`src/rtl/sram_rd_streamer.sv`:
```
// sram_rd_streamer: sequential SRAM reader feeding a valid/ready stream.
// Optional stall counter enabled by defining SRAM_RD_STREAMER_STATS_EN.
module sram_rd_streamer #(
    parameter int ADR_W  = 10,
    parameter int SRAM_W = 128,
    parameter int FIFO_D = 2
) (
    input  logic              i_clk,
    input  logic              i_rstn,
    input  logic              i_start,
    input  logic [ADR_W-1:0]  i_base_addr,
    input  logic [ADR_W:0]    i_len,
    output logic              o_busy,
    output logic              o_done,
    output logic              o_cen,
    output logic              o_rdwen,
    output logic [ADR_W-1:0]  o_addr,
    output logic [SRAM_W-1:0] o_wmask,
    output logic [SRAM_W-1:0] o_indata,
    input  logic [SRAM_W-1:0] i_outdata,
    output logic [SRAM_W-1:0] o_data,
    output logic              o_valid,
    output logic              o_last,
    input  logic              i_ready,
    output logic [31:0]       o_stall_cnt
);

    localparam int CNT_W = $clog2(FIFO_D + 1);
    localparam int PTR_W = (FIFO_D > 1) ? $clog2(FIFO_D) : 1;
    localparam logic [CNT_W:0] DEPTH = (CNT_W + 1)'(FIFO_D);
    localparam logic [PTR_W-1:0] PTR_MAX = PTR_W'(FIFO_D - 1);

    typedef enum logic [1:0] {
        IDLE,
        ISSUE,
        DRAIN
    } state_e;

    state_e             state_q;
    logic [ADR_W-1:0]   base_q;
    logic [ADR_W:0]     len_q;
    logic [ADR_W:0]     issued_q;
    logic [ADR_W:0]     popped_q;
    logic               inflight_q;
    logic               done_q;

    logic [SRAM_W-1:0]  fifo_q [FIFO_D];
    logic [PTR_W-1:0]   wr_ptr_q;
    logic [PTR_W-1:0]   rd_ptr_q;
    logic [CNT_W-1:0]   count_q;

    logic               push;
    logic               pop;
    logic               issue;
    logic [CNT_W:0]     credit;
    logic [CNT_W:0]     limit;

    // A pop in the same cycle frees a slot, so it widens the issue window.
    always_comb begin
        push   = inflight_q;
        pop    = o_valid & i_ready;
        credit = {{CNT_W{1'b0}}, inflight_q} + {1'b0, count_q};
        limit  = DEPTH + {{CNT_W{1'b0}}, pop};
        issue  = (state_q == ISSUE) && (credit < limit);
    end

    assign o_valid  = (count_q != '0);
    assign o_data   = fifo_q[rd_ptr_q];
    assign o_last   = o_valid && (popped_q == len_q - 1'b1);
    assign o_cen    = ~issue;
    assign o_addr   = base_q + issued_q[ADR_W-1:0];
    assign o_busy   = (state_q != IDLE) | done_q;
    assign o_done   = done_q;
    assign o_rdwen  = 1'b1;
    assign o_wmask  = '0;
    assign o_indata = '0;

    // Transfer control: latch request, count issues and pops, pulse done.
    always_ff @(posedge i_clk or negedge i_rstn) begin
        if (!i_rstn) begin
            state_q    <= IDLE;
            base_q     <= '0;
            len_q      <= '0;
            issued_q   <= '0;
            popped_q   <= '0;
            inflight_q <= 1'b0;
            done_q     <= 1'b0;
        end else begin
            done_q     <= 1'b0;
            inflight_q <= issue;
            if (pop) begin
                popped_q <= popped_q + 1'b1;
            end
            unique case (state_q)
                IDLE: begin
                    if (i_start) begin
                        if (i_len != '0) begin
                            base_q   <= i_base_addr;
                            len_q    <= i_len;
                            issued_q <= '0;
                            popped_q <= '0;
                            state_q  <= ISSUE;
                        end else begin
                            done_q <= 1'b1;
                        end
                    end
                end
                ISSUE: begin
                    if (issue) begin
                        issued_q <= issued_q + 1'b1;
                        if (issued_q + 1'b1 == len_q) begin
                            state_q <= DRAIN;
                        end
                    end
                end
                DRAIN: begin
                    if (pop && (popped_q + 1'b1 == len_q)) begin
                        done_q  <= 1'b1;
                        state_q <= IDLE;
                    end
                end
                default: state_q <= IDLE;
            endcase
        end
    end

    // Output FIFO: capture read data one edge after issue, pop on handshake.
    always_ff @(posedge i_clk or negedge i_rstn) begin
        if (!i_rstn) begin
            for (int i = 0; i < FIFO_D; i++) begin
                fifo_q[i] <= '0;
            end
            wr_ptr_q <= '0;
            rd_ptr_q <= '0;
            count_q  <= '0;
        end else begin
            if (push) begin
                fifo_q[wr_ptr_q] <= i_outdata;
                wr_ptr_q <= (wr_ptr_q == PTR_MAX) ? '0 : wr_ptr_q + 1'b1;
            end
            if (pop) begin
                rd_ptr_q <= (rd_ptr_q == PTR_MAX) ? '0 : rd_ptr_q + 1'b1;
            end
            if (push && !pop) begin
                count_q <= count_q + 1'b1;
            end else if (!push && pop) begin
                count_q <= count_q - 1'b1;
            end
        end
    end

`ifdef SRAM_RD_STREAMER_STATS_EN
    logic [31:0] stall_q;

    // Count backpressure edges; cleared by an accepted start, saturating.
    always_ff @(posedge i_clk or negedge i_rstn) begin
        if (!i_rstn) begin
            stall_q <= '0;
        end else if (state_q == IDLE && i_start) begin
            stall_q <= '0;
        end else if (o_valid && !i_ready && stall_q != '1) begin
            stall_q <= stall_q + 1'b1;
        end
    end

    assign o_stall_cnt = stall_q;
`else
    assign o_stall_cnt = '0;
`endif

endmodule

```
`config.mk`:
```
export PLATFORM = sky130hd
export DESIGN_NAME = sram_rd_streamer
export DESIGN_NICKNAME = d
export VERILOG_FILES = /design/src/rtl/sram_rd_streamer.sv
export SDC_FILE = /design/constraint.sdc
export NUM_CORES = 1
export LEC_CHECK = 0
export ABC_AREA = 1
export ABC_CLOCK_PERIOD_IN_PS = 2530
export BUFFER_PORTS_ARGS = -buffer_cell sky130_fd_sc_hd__buf_2
export CORE_AREA = 2 2 226 228
export CTS_CLUSTER_DIAMETER = 60
export DETAILED_ROUTE_END_ITERATION = 8
export DIE_AREA = 0 0 228 230
export SYNTH_ARGS = -nofsm -noshare
export SYNTH_HDL_FRONTEND = slang
export SYNTH_SLANG_ARGS = --single-unit
```
`constraint.sdc`:
```
create_clock -name i_clk -period 2.53 [get_ports i_clk]
set_input_delay 0.1265 -clock i_clk [delete_from_list [all_inputs] [get_ports i_clk]]
set_output_delay 0.1265 -clock i_clk [all_outputs]
set_load 0.03 [all_outputs]
```
# After elaboration in Yosys (flattened, before gate mapping)
# Cells that the tools add are included.
[classes] n_addsub=10 magnitude_cmp=4 eq_ne=10 n_mux=28 bitwise=5 n_reduce_logical=17
[ops] op="2-to-1 mux 128 bit" n=4
[ops] op="bitwise mux 256 bit" n=1
[ops] op="demux 128 bit (select 1 bit)" n=1
[ops] op="2-to-1 mux 11 bit" n=7
[ops] op="equality test 11 bit" n=3
[ops] op="adder 11 x 1 -> 11 bit (second input constant)" n=2
[ops] op="case mux 11 bit (2 select lines)" n=1
[ops] op="2-to-1 mux 2 bit" n=7
[ops] op="nonzero test 11 bit" n=1
[ops] op="subtractor 11 x 1 -> 11 bit (second input constant)" n=1
[ops] op="adder 10 bit" n=1
[ops] op="!= test 2 bit (second input constant)" n=4
[ops] op="nonzero test 2 bit" n=4
[ops] op="logical AND 1 bit" n=6
[ops] op="case mux 2 bit (3 select lines)" n=1
[ops] op="2-to-1 mux 1 bit" n=5
[ops] op="AND reduction 5 bit" n=1
[ops] op="greater-or-equal comparator 2 bit (second input constant)" n=2
[ops] op="NOT 1 -> 2 bit" n=2
[ops] op="AND reduction 4 bit" n=1
[ops] op="adder 1 x 2 -> 3 bit" n=1
[ops] op="adder 2 x 1 -> 3 bit (first input constant)" n=1
[ops] op="< comparator 3 bit" n=1
[ops] op="AND reduction 3 bit" n=1
[ops] op="13 further kinds" n=15
[totals] regBits=307 inputBits=153 output_inout_bits=432 wordCells=86

# Depth between registers and ports, before layout
[depth] ltp_word=7 mapped_depth=13 mapped_depth_nobuf=13

# Least setup slack after synthesis
# No wires, ideal clock.
[synth_path] kind="register to output" startpoint="reg issued_q[0]" endpoint="out o_addr[6]" arrival_time_ns=1.961 required_time_ns=2.404 path_slack_ns=0.442 stages_incl_launch_ff=9 path_buffers=0 cell_sequence="dfrtp_1 -> ha_1 -> inv_1 -> fa_1 -> o21ai_0 -> nand2_1 -> nand2_1 -> a21oi_1 -> xor2_1"
[synth_between] elab_chain_cells=1
[synth_rtl] element="from (decl)" line="42" source="logic [ADR_W:0] issued_q;"
[synth_rtl] element="from (signal assigned)" line="110" source="issued_q <= issued_q + 1'b1;"
[synth_rtl] element="adder 10 bit" line="71" source="assign o_addr = base_q + issued_q[ADR_W-1:0];"
[synth_rtl] element="to (decl)" line="17" source="output logic [ADR_W-1:0] o_addr,"
# No other way between the ends.

# Final worst setup path
[layout_path] startpoint="reg base_q[0]" endpoint="out o_addr[8]"
[layout_between] elab_chain_cells=1
[layout_rtl] element="from (decl)" line="40" source="logic [ADR_W-1:0] base_q;"
[layout_rtl] element="from (signal assigned)" line="98" source="base_q <= i_base_addr;"
[layout_rtl] element="adder 10 bit" line="71"
# No other way between the ends.

==> summary.md <==
| Metric | Value |
|---|---|
| Synth Instances | ~2200 |
| Worst Skew | 0.0157 ns |
| PD cells | 1320 nW/um^2 |
| Share of layout cells above drive strength 1 | 18.1% |
| Fin nets | about 2800 |
| Sw Pwr | 13400 uW |
| Crit share post-route | 101% |
| GR Overflow Total | 0 |
| Seq cells post-synth | 307 |
| Die area | 52400 sq um |
| Vias/cell | 4.31 |
| Post-Syn Area | 16700 sq um |
| CTS tree | built |
| Crit path DAT | 2.42 ns |
| Die width | 228 um |
| TritonRoute pass-1 iters | 6 |
| Clock tree root driver cell | clkbuf_16 |
| Combinational power share | 49.9% |
| P_int | 14400 uW |
| Total power | 27700 uW |
| Clock Path Buffers | 3 |
| Failing checks | negative setup slack |
| Clk pin slew, worst setup/hold paths | about 0.06 ns |
| Top FF cell, synth | dfrtp_1 |
| Yosys warning count | 0 |
| Final WS setup | -0.0197 ns |
| Most frequent cell after synthesis | nand2_1 |
| Drt drc | 0 |
| Clk_lat worst skew | 0.56 ns |
| Final Hold Viols | 0 |
| Layout area overhead | 25.8% |
| Non-filler cells, final | 3288 |
| Effective utilization at floorplan | 33.5% |
| 1st-iter DRT viols | between 900 and 1000 |
| Max-slew headroom at the worst pin | 52.6% |
| Die Y | 230 um |
| Crit Path Max Fanout | 2 |
| Run status | finished with violations |
| RSZ-0062 raised after global routing | true |
| Total CTS buffers | about 40 |
| Final setup violation count | 1 |
| Register area share after synthesis | 46.0% |
| Worst Setup End Kind | output pin |
| Worst hold path class | primary input to flop |
| H-tree depth | 2 |
| Crit path launch type | flop |
| Core ar. | 49900 sq um |
| GRT Resource Usage Total | around 17% |
| Register share of total power | 30.3% |
| DP Cell Count | 3051 |
| Final HPWL DP | approximately 30 mm |
| Measured slew at the worst slew-check pin | roughly 0.71 ns |
| Via Count | 14200 |
| Static Leak | 0.0114 uW |
| WP data required | 2.40 ns |
| Clock Sinks | 307 |
| Netlist cell types | 38 |
| PortBufs | 295 |
| Vias in the first global route | 13700 |
| Largest area contributor in the netlist | dfrtp_1 |
| Synth cell count leaders | nand2_1, dfrtp_1, buf_4, o21ai_0, inv_1 |
| I/O pins | 585 |
| Worst VDD drop | 0.957 mV |
| Synth area leaders | dfrtp_1, nand2_1, buf_4 |
| WL/cell | 13.7 um |
| Ys async rst share | 100% |
| Setup CP Type | flop to output pin |
| Switching share of total power | 48.1% |
| Fin crit period | approximately 2.5 ns |
| First-pass GRT wire length | between 70 and 80 mm |
| Rows | 82 |
| Number of synthesized flops with an enable pin | 0 |
| Antenna violations before repair | 2 |
| Post-Route WL | 44.9 mm |
| Fill cell count | 5007 |
| Largest net degree at the start of global routing | roughly 160 |
| Max-slew violation count | 0 |
| RD Place Congestion | 0.877 |
| Top cell type's share of synthesized area | approximately 46% |
| Max_cap viols | 0 |
| Maximum clock frequency | 392 MHz |
| Remaining antenna violation count | 0 |
| Syn Area/Cell | around 7.8 sq um |
| Clock power share | around a fifth |
==> power by group through the flow <==
stage                     sequential (uW)  combinational, uW  clock, uW
after floorplan                      8120               9960          0
after global placement               8340              13500          0
after detailed placement             8440              13700          0
after CTS                            8380              13900       5670
after global routing                 8680              15300       5870
final                                8400              13800       5520
==> metal layers <==
metal	GRT usage, %	vias up	wire length (um)
met5	0	-	11
met2	27.8	461	21700
met1	22.0	6681	19500
li1	-	6947	-
met4	4.88	2	943
met3	3.14	73	2810
==> cell type report <==
type | count | area (sq um) | share of cell area (%)
diodes | 2 | 5.00 | 0.0238
repair buffers | 489 | 3480 | 16.6
inverters | 192 | 723 | 3.44
clock buffers | 57 | 1180 | 5.59
well taps | 672 | 841 | 4.00
multi-input cells | 1555 | 6990 | 33.2
clock inverters | 14 | 123 | 0.583
flip-flops and latches | 307 | 7690 | 36.6
==> state kept, by name, indices dropped and copies added (netlist names) <==
| signal | cells |
|---|---|
| fifo_q | 256 |
| issued_q | 11 |
| len_q | 11 |
| popped_q | 11 |
| base_q | 10 |
| count_q | 2 |
| state_q | 2 |
| inflight_q | 1 |
| o_done | 1 |
| rd_ptr_q | 1 |
| wr_ptr_q | 1 |
==> through the flow <==
stage	utilization [%]	area (sq um)	setup TNS [ns]	hold slack, ns	setup slack, ns
floorplan	-	17800	0	-0.169	0.442
global placement	36.0	17900	0	0.175	0.308
detailed placement	36.0	17900	0	0.185	0.275
CTS	42.0	20900	0	0.0374	0.00426
global route	42.2	21000	-0.372	0.0828	-0.180
finish	42.2	21000	-0.0197	0.0623	-0.0197
==> final timing paths <==
| kind | start | to | cells past startpoint | slack, ns |
|---|---|---|---|---|
| setup / recovery | base_q[0] | o_addr[8] | 13 | -0.02 |
| hold / removal | i_ready | rd_ptr_q | 3 | 0.06 |
| setup reg to reg | inflight_q | popped_q[7] | 10 | 0.29 |
| hold reg to reg | fifo_q[242] | fifo_q[242] | 2 | 0.48 |
| max in group asynchronous | i_rstn | fifo_q[16] | 3 | 1.54 |
| min in group asynchronous | i_rstn | fifo_q[5] | 2 | 0.15 |
==> logic make-up (layout without fill, tap and decap cells) <==
| group | count (synthesis) | in the layout | share of synthesized area (%) |
|---|---|---|---|
| other | 2 | 291 | 0.0449 |
| AOI/OAI and AO/OA | 321 | 321 | 10.0 |
| DFF | 307 | 307 | 46.0 |
| buffers and inverters | 576 | 752 | 19.6 |
| adders and majority gates | 16 | 16 | 1.24 |
| xor gates and xnor gates | 37 | 37 | 2.02 |
| and+or+nand+nor | 892 | 892 | 21.1 |
==> worst max-delay path: stages (launching register included) <==
cell	delay, ns
dfrtp_1	0.36
ha_2	0.20
inv_2	0.05
fa_2	0.36
o21ai_2	0.18
nand2_1	0.09
nand2_2	0.07
a21oi_2	0.06
nor2_1	0.11
o21ai_2	0.07
nand2_1	0.07
nand2_1	0.05
nand2_1	0.07
buf_6	0.13
==> placed cells by master (no fill, tap or decap), types with 9 or more instances in the layout <==
cell type / count
a21oi_1: 11
a21oi_2: 14
buf_12: 11
buf_2: 288
buf_4: 36
clkbuf_16: 41
clkbuf_8: 9
conb_1: 289
dfrtp_1: 305
dlygate4sd3_1: 151
ha_1: 9
inv_1: 183
nand2_1: 762
nand3_1: 45
nor2_1: 37
nor2_2: 18
o21ai_0: 272
xnor2_1: 12
xor2_1: 24
==> repair_timing <==
item,CTS,global route
setup endpoints to repair,4,6
resized for setup,27,18
setup buffers,8,5
pin swaps,4,9
hold buffers,151,0
endpoints found under the hold margin,344,0
Power figures use the tool's default switching activity.
